File: src/rtl/i2c_mag_target_pkg.sv
// Shared constants for the magnetometer I2C target: register map, reset values,
// ID bytes, FSM encoding and the pointer auto-increment rule.
package i2c_mag_target_pkg;

    localparam logic [7:0] REG_CFG_A   = 8'h00;
    localparam logic [7:0] REG_CFG_B   = 8'h01;
    localparam logic [7:0] REG_MODE    = 8'h02;
    localparam logic [7:0] REG_DATA_XH = 8'h03;
    localparam logic [7:0] REG_DATA_XL = 8'h04;
    localparam logic [7:0] REG_DATA_ZH = 8'h05;
    localparam logic [7:0] REG_DATA_ZL = 8'h06;
    localparam logic [7:0] REG_DATA_YH = 8'h07;
    localparam logic [7:0] REG_DATA_YL = 8'h08;
    localparam logic [7:0] REG_STATUS  = 8'h09;
    localparam logic [7:0] REG_ID_A    = 8'h0A;
    localparam logic [7:0] REG_ID_B    = 8'h0B;
    localparam logic [7:0] REG_ID_C    = 8'h0C;

    localparam logic [7:0] CFG_A_RST = 8'h70;
    localparam logic [7:0] CFG_B_RST = 8'h20;
    localparam logic [7:0] MODE_RST  = 8'h01;

    localparam logic [7:0] ID_A = 8'h48;
    localparam logic [7:0] ID_B = 8'h34;
    localparam logic [7:0] ID_C = 8'h33;

    typedef enum logic [3:0] {
        ST_IDLE     = 4'd0,
        ST_ADDR     = 4'd1,
        ST_ADDR_ACK = 4'd2,
        ST_PTR      = 4'd3,
        ST_PTR_ACK  = 4'd4,
        ST_WR_BYTE  = 4'd5,
        ST_WR_ACK   = 4'd6,
        ST_RD_BYTE  = 4'd7,
        ST_RD_ACK   = 4'd8
    } state_t;

    // Data registers wrap within themselves so a master can poll X/Z/Y forever.
    function automatic logic [7:0] next_ptr(input logic [7:0] p);
        if (p == REG_DATA_YL)
            return REG_DATA_XH;
        else if (p == REG_ID_C)
            return REG_CFG_A;
        else
            return p + 8'd1;
    endfunction

endpackage

File: src/rtl/i2c_bus_cond.sv
// Synchronises the raw SCL/SDA lines and produces single-cycle pulses for SCL
// edges and START/STOP conditions.
module i2c_bus_cond #(
    parameter int SYNC_STAGES = 2
) (
    input  logic clk,
    input  logic rst,
    input  logic scl,
    input  logic sda_i,
    output logic sda_s,
    output logic scl_rise,
    output logic scl_fall,
    output logic start,
    output logic stop
);

    logic [SYNC_STAGES-1:0] scl_sync;
    logic [SYNC_STAGES-1:0] sda_sync;
    logic                   scl_prev;
    logic                   sda_prev;
    logic                   scl_now;

    // Idle bus is high on both lines, so reset there to avoid a phantom edge.
    always_ff @(posedge clk) begin
        if (rst) begin
            scl_sync <= '1;
            sda_sync <= '1;
            scl_prev <= 1'b1;
            sda_prev <= 1'b1;
        end else begin
            scl_sync <= {scl_sync[SYNC_STAGES-2:0], scl};
            sda_sync <= {sda_sync[SYNC_STAGES-2:0], sda_i};
            scl_prev <= scl_sync[SYNC_STAGES-1];
            sda_prev <= sda_sync[SYNC_STAGES-1];
        end
    end

    assign scl_now  = scl_sync[SYNC_STAGES-1];
    assign sda_s    = sda_sync[SYNC_STAGES-1];
    assign scl_rise = scl_now & ~scl_prev;
    assign scl_fall = ~scl_now & scl_prev;
    assign start    = scl_now & scl_prev & sda_prev & ~sda_s;
    assign stop     = scl_now & scl_prev & ~sda_prev & sda_s;

endmodule

File: src/rtl/i2c_mag_target.sv
// I2C target emulating a 3-axis magnetometer: config registers, coherent
// 6-byte data reads via a shadow snapshot, status and ID registers.
module i2c_mag_target
    import i2c_mag_target_pkg::*;
#(
    parameter logic [6:0] DEV_ADDR    = 7'h1E,
    parameter int         SYNC_STAGES = 2
) (
    input  logic        clk,
    input  logic        rst,
    input  logic        scl,
    input  logic        sda_i,
    output logic        sda_oe,
    input  logic [47:0] meas_data,
    input  logic        meas_load,
    output logic [7:0]  cfg_a,
    output logic [7:0]  cfg_b,
    output logic [7:0]  mode,
    output logic        busy,
    output logic [3:0]  dbg_state
);

    logic        sda_s;
    logic        scl_rise;
    logic        scl_fall;
    logic        start_det;
    logic        stop_det;

    state_t      state;
    logic [3:0]  bit_cnt;
    logic [6:0]  shift_r;
    logic [7:0]  ptr;
    logic        rw;
    logic [47:0] data_live;
    logic [47:0] data_shadow;
    logic        rdy;
    logic        rdy_shadow;
    logic [7:0]  rx_byte;
    logic [7:0]  rd_byte;
    logic        rd_bit;

    i2c_bus_cond #(
        .SYNC_STAGES(SYNC_STAGES)
    ) u_bus_cond (
        .clk      (clk),
        .rst      (rst),
        .scl      (scl),
        .sda_i    (sda_i),
        .sda_s    (sda_s),
        .scl_rise (scl_rise),
        .scl_fall (scl_fall),
        .start    (start_det),
        .stop     (stop_det)
    );

    assign dbg_state = state;
    assign rx_byte   = {shift_r, sda_s};

    // Data and status always come from the shadow so a multi-byte read is coherent.
    always_comb begin
        rd_byte = 8'h00;
        case (ptr)
            REG_CFG_A:   rd_byte = cfg_a;
            REG_CFG_B:   rd_byte = cfg_b;
            REG_MODE:    rd_byte = mode;
            REG_DATA_XH: rd_byte = data_shadow[47:40];
            REG_DATA_XL: rd_byte = data_shadow[39:32];
            REG_DATA_ZH: rd_byte = data_shadow[31:24];
            REG_DATA_ZL: rd_byte = data_shadow[23:16];
            REG_DATA_YH: rd_byte = data_shadow[15:8];
            REG_DATA_YL: rd_byte = data_shadow[7:0];
            REG_STATUS:  rd_byte = {7'b0, rdy_shadow};
            REG_ID_A:    rd_byte = ID_A;
            REG_ID_B:    rd_byte = ID_B;
            REG_ID_C:    rd_byte = ID_C;
            default:     rd_byte = 8'h00;
        endcase
    end

    assign rd_bit = rd_byte[3'd7 - bit_cnt[2:0]];

    always_ff @(posedge clk) begin
        if (rst) begin
            state       <= ST_IDLE;
            bit_cnt     <= '0;
            shift_r     <= '0;
            ptr         <= '0;
            rw          <= 1'b0;
            sda_oe      <= 1'b0;
            busy        <= 1'b0;
            cfg_a       <= CFG_A_RST;
            cfg_b       <= CFG_B_RST;
            mode        <= MODE_RST;
            data_live   <= '0;
            data_shadow <= '0;
            rdy         <= 1'b0;
            rdy_shadow  <= 1'b0;
        end else begin
            if (meas_load) begin
                data_live <= meas_data;
                rdy       <= 1'b1;
            end

            if (start_det || stop_det) begin
                state   <= start_det ? ST_ADDR : ST_IDLE;
                bit_cnt <= '0;
                sda_oe  <= 1'b0;
                busy    <= 1'b0;
            end else begin
                case (state)
                    ST_IDLE: ;

                    ST_ADDR, ST_PTR, ST_WR_BYTE: begin
                        if (scl_rise && bit_cnt < 4'd8) begin
                            shift_r <= rx_byte[6:0];
                            bit_cnt <= bit_cnt + 4'd1;
                        end
                        if (scl_rise && bit_cnt == 4'd7) begin
                            if (state == ST_ADDR) begin
                                if (rx_byte[7:1] == DEV_ADDR) begin
                                    busy <= 1'b1;
                                    rw   <= rx_byte[0];
                                    if (rx_byte[0]) begin
                                        // A same-cycle sample wins: the reader gets it, RDY ends cleared.
                                        data_shadow <= meas_load ? meas_data : data_live;
                                        rdy_shadow  <= meas_load | rdy;
                                        rdy         <= 1'b0;
                                    end
                                end else begin
                                    state <= ST_IDLE;
                                end
                            end else if (state == ST_PTR) begin
                                ptr <= rx_byte;
                            end else begin
                                case (ptr)
                                    REG_CFG_A: cfg_a <= rx_byte;
                                    REG_CFG_B: cfg_b <= rx_byte;
                                    REG_MODE:  mode  <= rx_byte;
                                    default: ;
                                endcase
                                ptr <= next_ptr(ptr);
                            end
                        end
                        if (scl_fall && bit_cnt == 4'd8) begin
                            sda_oe <= 1'b1;
                            if (state == ST_ADDR)
                                state <= ST_ADDR_ACK;
                            else if (state == ST_PTR)
                                state <= ST_PTR_ACK;
                            else
                                state <= ST_WR_ACK;
                        end
                    end

                    ST_ADDR_ACK: begin
                        if (scl_fall) begin
                            bit_cnt <= '0;
                            if (rw) begin
                                state  <= ST_RD_BYTE;
                                sda_oe <= ~rd_byte[7];
                            end else begin
                                state  <= ST_PTR;
                                sda_oe <= 1'b0;
                            end
                        end
                    end

                    ST_PTR_ACK, ST_WR_ACK: begin
                        if (scl_fall) begin
                            state   <= ST_WR_BYTE;
                            bit_cnt <= '0;
                            sda_oe  <= 1'b0;
                        end
                    end

                    ST_RD_BYTE: begin
                        if (scl_rise)
                            bit_cnt <= bit_cnt + 4'd1;
                        if (scl_fall) begin
                            if (bit_cnt == 4'd8) begin
                                sda_oe  <= 1'b0;
                                state   <= ST_RD_ACK;
                                bit_cnt <= '0;
                            end else begin
                                sda_oe <= ~rd_bit;
                            end
                        end
                    end

                    // bit_cnt marks that the master's ACK has been seen this slot.
                    ST_RD_ACK: begin
                        if (scl_rise) begin
                            if (!sda_s) begin
                                ptr     <= next_ptr(ptr);
                                bit_cnt <= 4'd1;
                            end else begin
                                state <= ST_IDLE;
                            end
                        end
                        if (scl_fall && bit_cnt != 4'd0) begin
                            state   <= ST_RD_BYTE;
                            bit_cnt <= '0;
                            sda_oe  <= ~rd_byte[7];
                        end
                    end

                    default: state <= ST_IDLE;
                endcase
            end
        end
    end

endmodule
File: config.mk
export PLATFORM = sky130hd
export DESIGN_NAME = i2c_mag_target
export DESIGN_NICKNAME = d
export VERILOG_FILES = /design/src/rtl/i2c_mag_target_pkg.sv /design/src/rtl/i2c_bus_cond.sv /design/src/rtl/i2c_mag_target.sv
export SDC_FILE = /design/constraint.sdc
export NUM_CORES = 1
export LEC_CHECK = 0
export CAP_MARGIN = 20
export CORE_ASPECT_RATIO = 1.5
export CORE_MARGIN = 2
export CORE_UTILIZATION = 57
export CTS_BUF_LIST = sky130_fd_sc_hd__clkbuf_4 sky130_fd_sc_hd__clkbuf_8
export DETAILED_ROUTE_END_ITERATION = 6
export PLACE_DENSITY = 0.79
export SYNTH_ARGS = -nofsm -noshare
export SYNTH_HDL_FRONTEND = slang
export SYNTH_SLANG_ARGS = --single-unit
export TNS_END_PERCENT = 1
File: constraint.sdc
create_clock -name clk -period 3 [get_ports clk]
set_input_delay 0.3 -clock clk [delete_from_list [all_inputs] [get_ports clk]]
set_output_delay 0.3 -clock clk [all_outputs]
set_load 0.01 [all_outputs]
==> results.cfg <==
[routing]
dr.first_iter.drc_count = 417
num_vias = 5871
avgViaCountPerCell = 6.167
wl_per_cell_um = 19.70
drc = 0
dr.pass1.iters = 5
ant_nets = 0
totalWireLength_um = 18750

[synth]
yosysSeqAreaShare = 0.4637
synth_cell_types = 66
synthCells = 714
ys.flop_type = dfxtp_1
yosys.area_share.simple = 0.1679
synth_edf_count = 0
syn_nets = 773
syn_avg_cell_area_sq_um = 9.312
synth_top_family_by_area = compound AO/OA/AOI/OAI gates
ys_seq_elements = 154
synth_area_sq_mm = 0.006649
async_reset_ff_frac = 0
yosys_warnings = 0
synth_fa_ha_area_frac = 0.01129
synth_xor_area_frac = 0.003952
synth-compound-area-share = 0.1921
synth_mux_area_frac = 0.1238

[run_status]
outcome = completed

[sta]
setup_viol = 0
fin_crit_ns = 2.640
finClkSkew_ns = 0.009527
max_freq_mhz = 378.8
fin_tns_setup_ns = 0
period_share = 0.8800
finalHoldViolCount = 0
tightest_slew_ns = 0.9261
grt_setup_unrepaired = no
drv_slew = 0
slew_headroom = 0.3819

[hold_path]
worstHoldPathType = in -> reg
min_from = rst
holdPathStages = 3
hold_path_end = cfg_a[4]

[critical_path]
worstPathMaxFanout = 11
crit_chain = inv_1 > ha_1 > nor3b_1 > nand2b_1 > nand3_1 > o221ai_1 > nand2b_1 > a2111oi_0 > o31a_1
reg2reg_slack_ns = 0.36
required_ns = 3.34
start_kind = flip-flop
slowest_stage = dfxtp_1
rr_worst_depth = 9
crit_top_cell = nand2b_1
end_kind = flip-flop
arrival_ns = 2.98
max_stage_delay_ns = 0.44
path_class = reg -> reg
r2r-end = dbg_state[0]
r2r-start = bit_cnt[0]

[floorplanning]
ios = 83
die_area_sq_mm = 0.01256
die_w_um = 92.19
start_util = 0.5796
rows = 48
die_h_um = 136.3
coreArea_sq_mm = 0.01147

[power_and_ir_drop]
power.leakage_nw = 3.303
power.total_mw = 4.021
clockPowerShare = 0.380
internal_power_mw = 2.968
power.switching_mw = 1.053
pwr-share-seq = 0.526
irDropWorstVdd_v = 0.0003456
combPwrFrac = 0.094
swShare = 0.2618
p_per_area_mw_per_mm2 = 498.1

[clocking]
numCtsBuffers = 17
tritoncts = built
clock-root-buffer = clkbuf_8
cts_buffer_depth = 2
clock_sinks = 154
cts_hold_buf = 0
post_cts_buffers = 0
clk_latency_ns = 0.45
clk_pin_slew_ns = 0.09
cts_max_level = 4
cts_resized = 0

[place]
hpwlAfterDp_um = 13790
port-buffer-count = 82
finalWeightedCongestion = 0.9643

[global_routing]
grt_max_degree = 55
grt-ovfl-total = 0
grt_use_met3 = 0.05599
grt_pass1_wl_um = 29770
grt_pass1_vias = 5814
met1_usage = 0.3303
antenna_found_initial = 0
track_usage = 0.3058
gr-max-usage-layer = met2
grt_use_met2 = 0.5564

[layout]
drive_gt1_frac = 0.1035
nets = 848
layout_commonest_cell = dfxtp_1
diodes = 0
regArea_sq_mm = 0.003083
multi_input_area_sq_mm = 0.003322
nFillCells = 917
final_cell_mix = dfxtp_1, nor2_1, mux2i_1, clkdlybuf4s50_1, o22a_1
areaGrowthSynthToFinish_pct = 21.42

[flow_run]
drv_cap = 0
[logic make-up (layout without fill, tap and decap cells)]
group | Yosys count | after routing
AND/OR/NAND/NOR | 230 | 230
AO/OA/AOI/OAI | 174 | 174
flip-flops | 154 | 154
multiplexers | 82 | 82
buffers and inverters | 65 | 153
adder cells (fa/ha/maj) | 6 | 6
XOR/XNOR | 3 | 3
[synthesized netlist by cell type, drive strengths merged, types with 9 or more instances]
cell type	number	area [sq um]
nor2b	9	56.30
o22a	48	420.4
inv	11	41.29
dfxtp	154	3083
nand3	12	65.06
a22oi	11	82.58
mux2i	80	800.8
or2	9	56.30
o21ai	26	130.1
nand2	40	150.1
nor2	110	417.9
clkbuf	43	161.4
buf	10	41.29
nor3	9	56.31
a21oi	27	135.1
[flip-flops by register name, summed over array words and instances, names as in the netlist, 2 cells and up]
register,cells
u_bus_cond.sda_sync,2
mode,8
cfg_a,8
dbg_state,4
data_shadow,48
shift_r,7
u_bus_cond.scl_sync,2
bit_cnt,4
data_live,48
cfg_b,8
ptr,8
[cell type report]
| type | count | area share |
|---|---|---|
| timing repair buffer | 109 | 0.1302 |
| multi-input combinational | 495 | 0.4115 |
| clock buffer | 18 | 0.03069 |
| inverter | 12 | 0.005580 |
| sequential | 154 | 0.3819 |
| tap | 150 | 0.02325 |
| clock inverter | 14 | 0.01689 |
[worst max-delay path by stage]
stage,endpoint,start,slack [ns]
2_1_floorplan,data_shadow[28],u_bus_cond.scl_sync[1],0.41
6_report,dbg_state[0],bit_cnt[0],0.36
3_3_place_gp,dbg_state[0],bit_cnt[0],0.45
5_1_grt,dbg_state[0],bit_cnt[0],0.10
3_5_place_dp,cfg_b[3],u_bus_cond.scl_sync[1],0.42
4_1_cts,dbg_state[0],bit_cnt[0],0.38
[worst max-delay path, delay by kind of cell, from the launching register on]
family / cells / cell delay, ns
buf+inv: 1 / 0.17
simple gates: 4 / 1.11
compound gates: 3 / 0.64
fa+ha+maj: 1 / 0.16
flops: 1 / 0.44
[per-layer routing]
layer | up-vias | part of all wire
met3 | 64 | 0.050
met2 | 246 | 0.53
met5 | - | 0
met1 | 2812 | 0.37
met4 | 0 | 0.047
li1 | 2749 | -
[power by group through the flow]
stage / logic, mW / clock network (mW) / registers [mW]
5_1_grt: 0.411 / 1.64 / 2.12
3_5_place_dp: 0.376 / 0 / 2.16
3_3_place_gp: 0.367 / 0 / 2.16
6_report: 0.380 / 1.53 / 2.11
2_1_floorplan: 0.223 / 0 / 2.15
4_1_cts: 0.378 / 1.55 / 2.11
[per-stage QoR]
stage | setup WS (ns) | area [sq um] | cells | util | hold slack [ns]
global placement | 0.4484 | 7689 | 920 | 0.6703 | 0.3934
CTS | 0.3826 | 8073 | 952 | 0.7038 | 0.2842
global route | 0.1039 | 8073 | 952 | 0.7038 | 0.2972
detailed placement | 0.4151 | 7689 | 920 | 0.6703 | 0.3959
finish | 0.3601 | 8073 | 952 | 0.7038 | 0.3053
floorplan | 0.4081 | 6649 | 714 | - | 0.3895
Power figures use the tool's default switching activity.
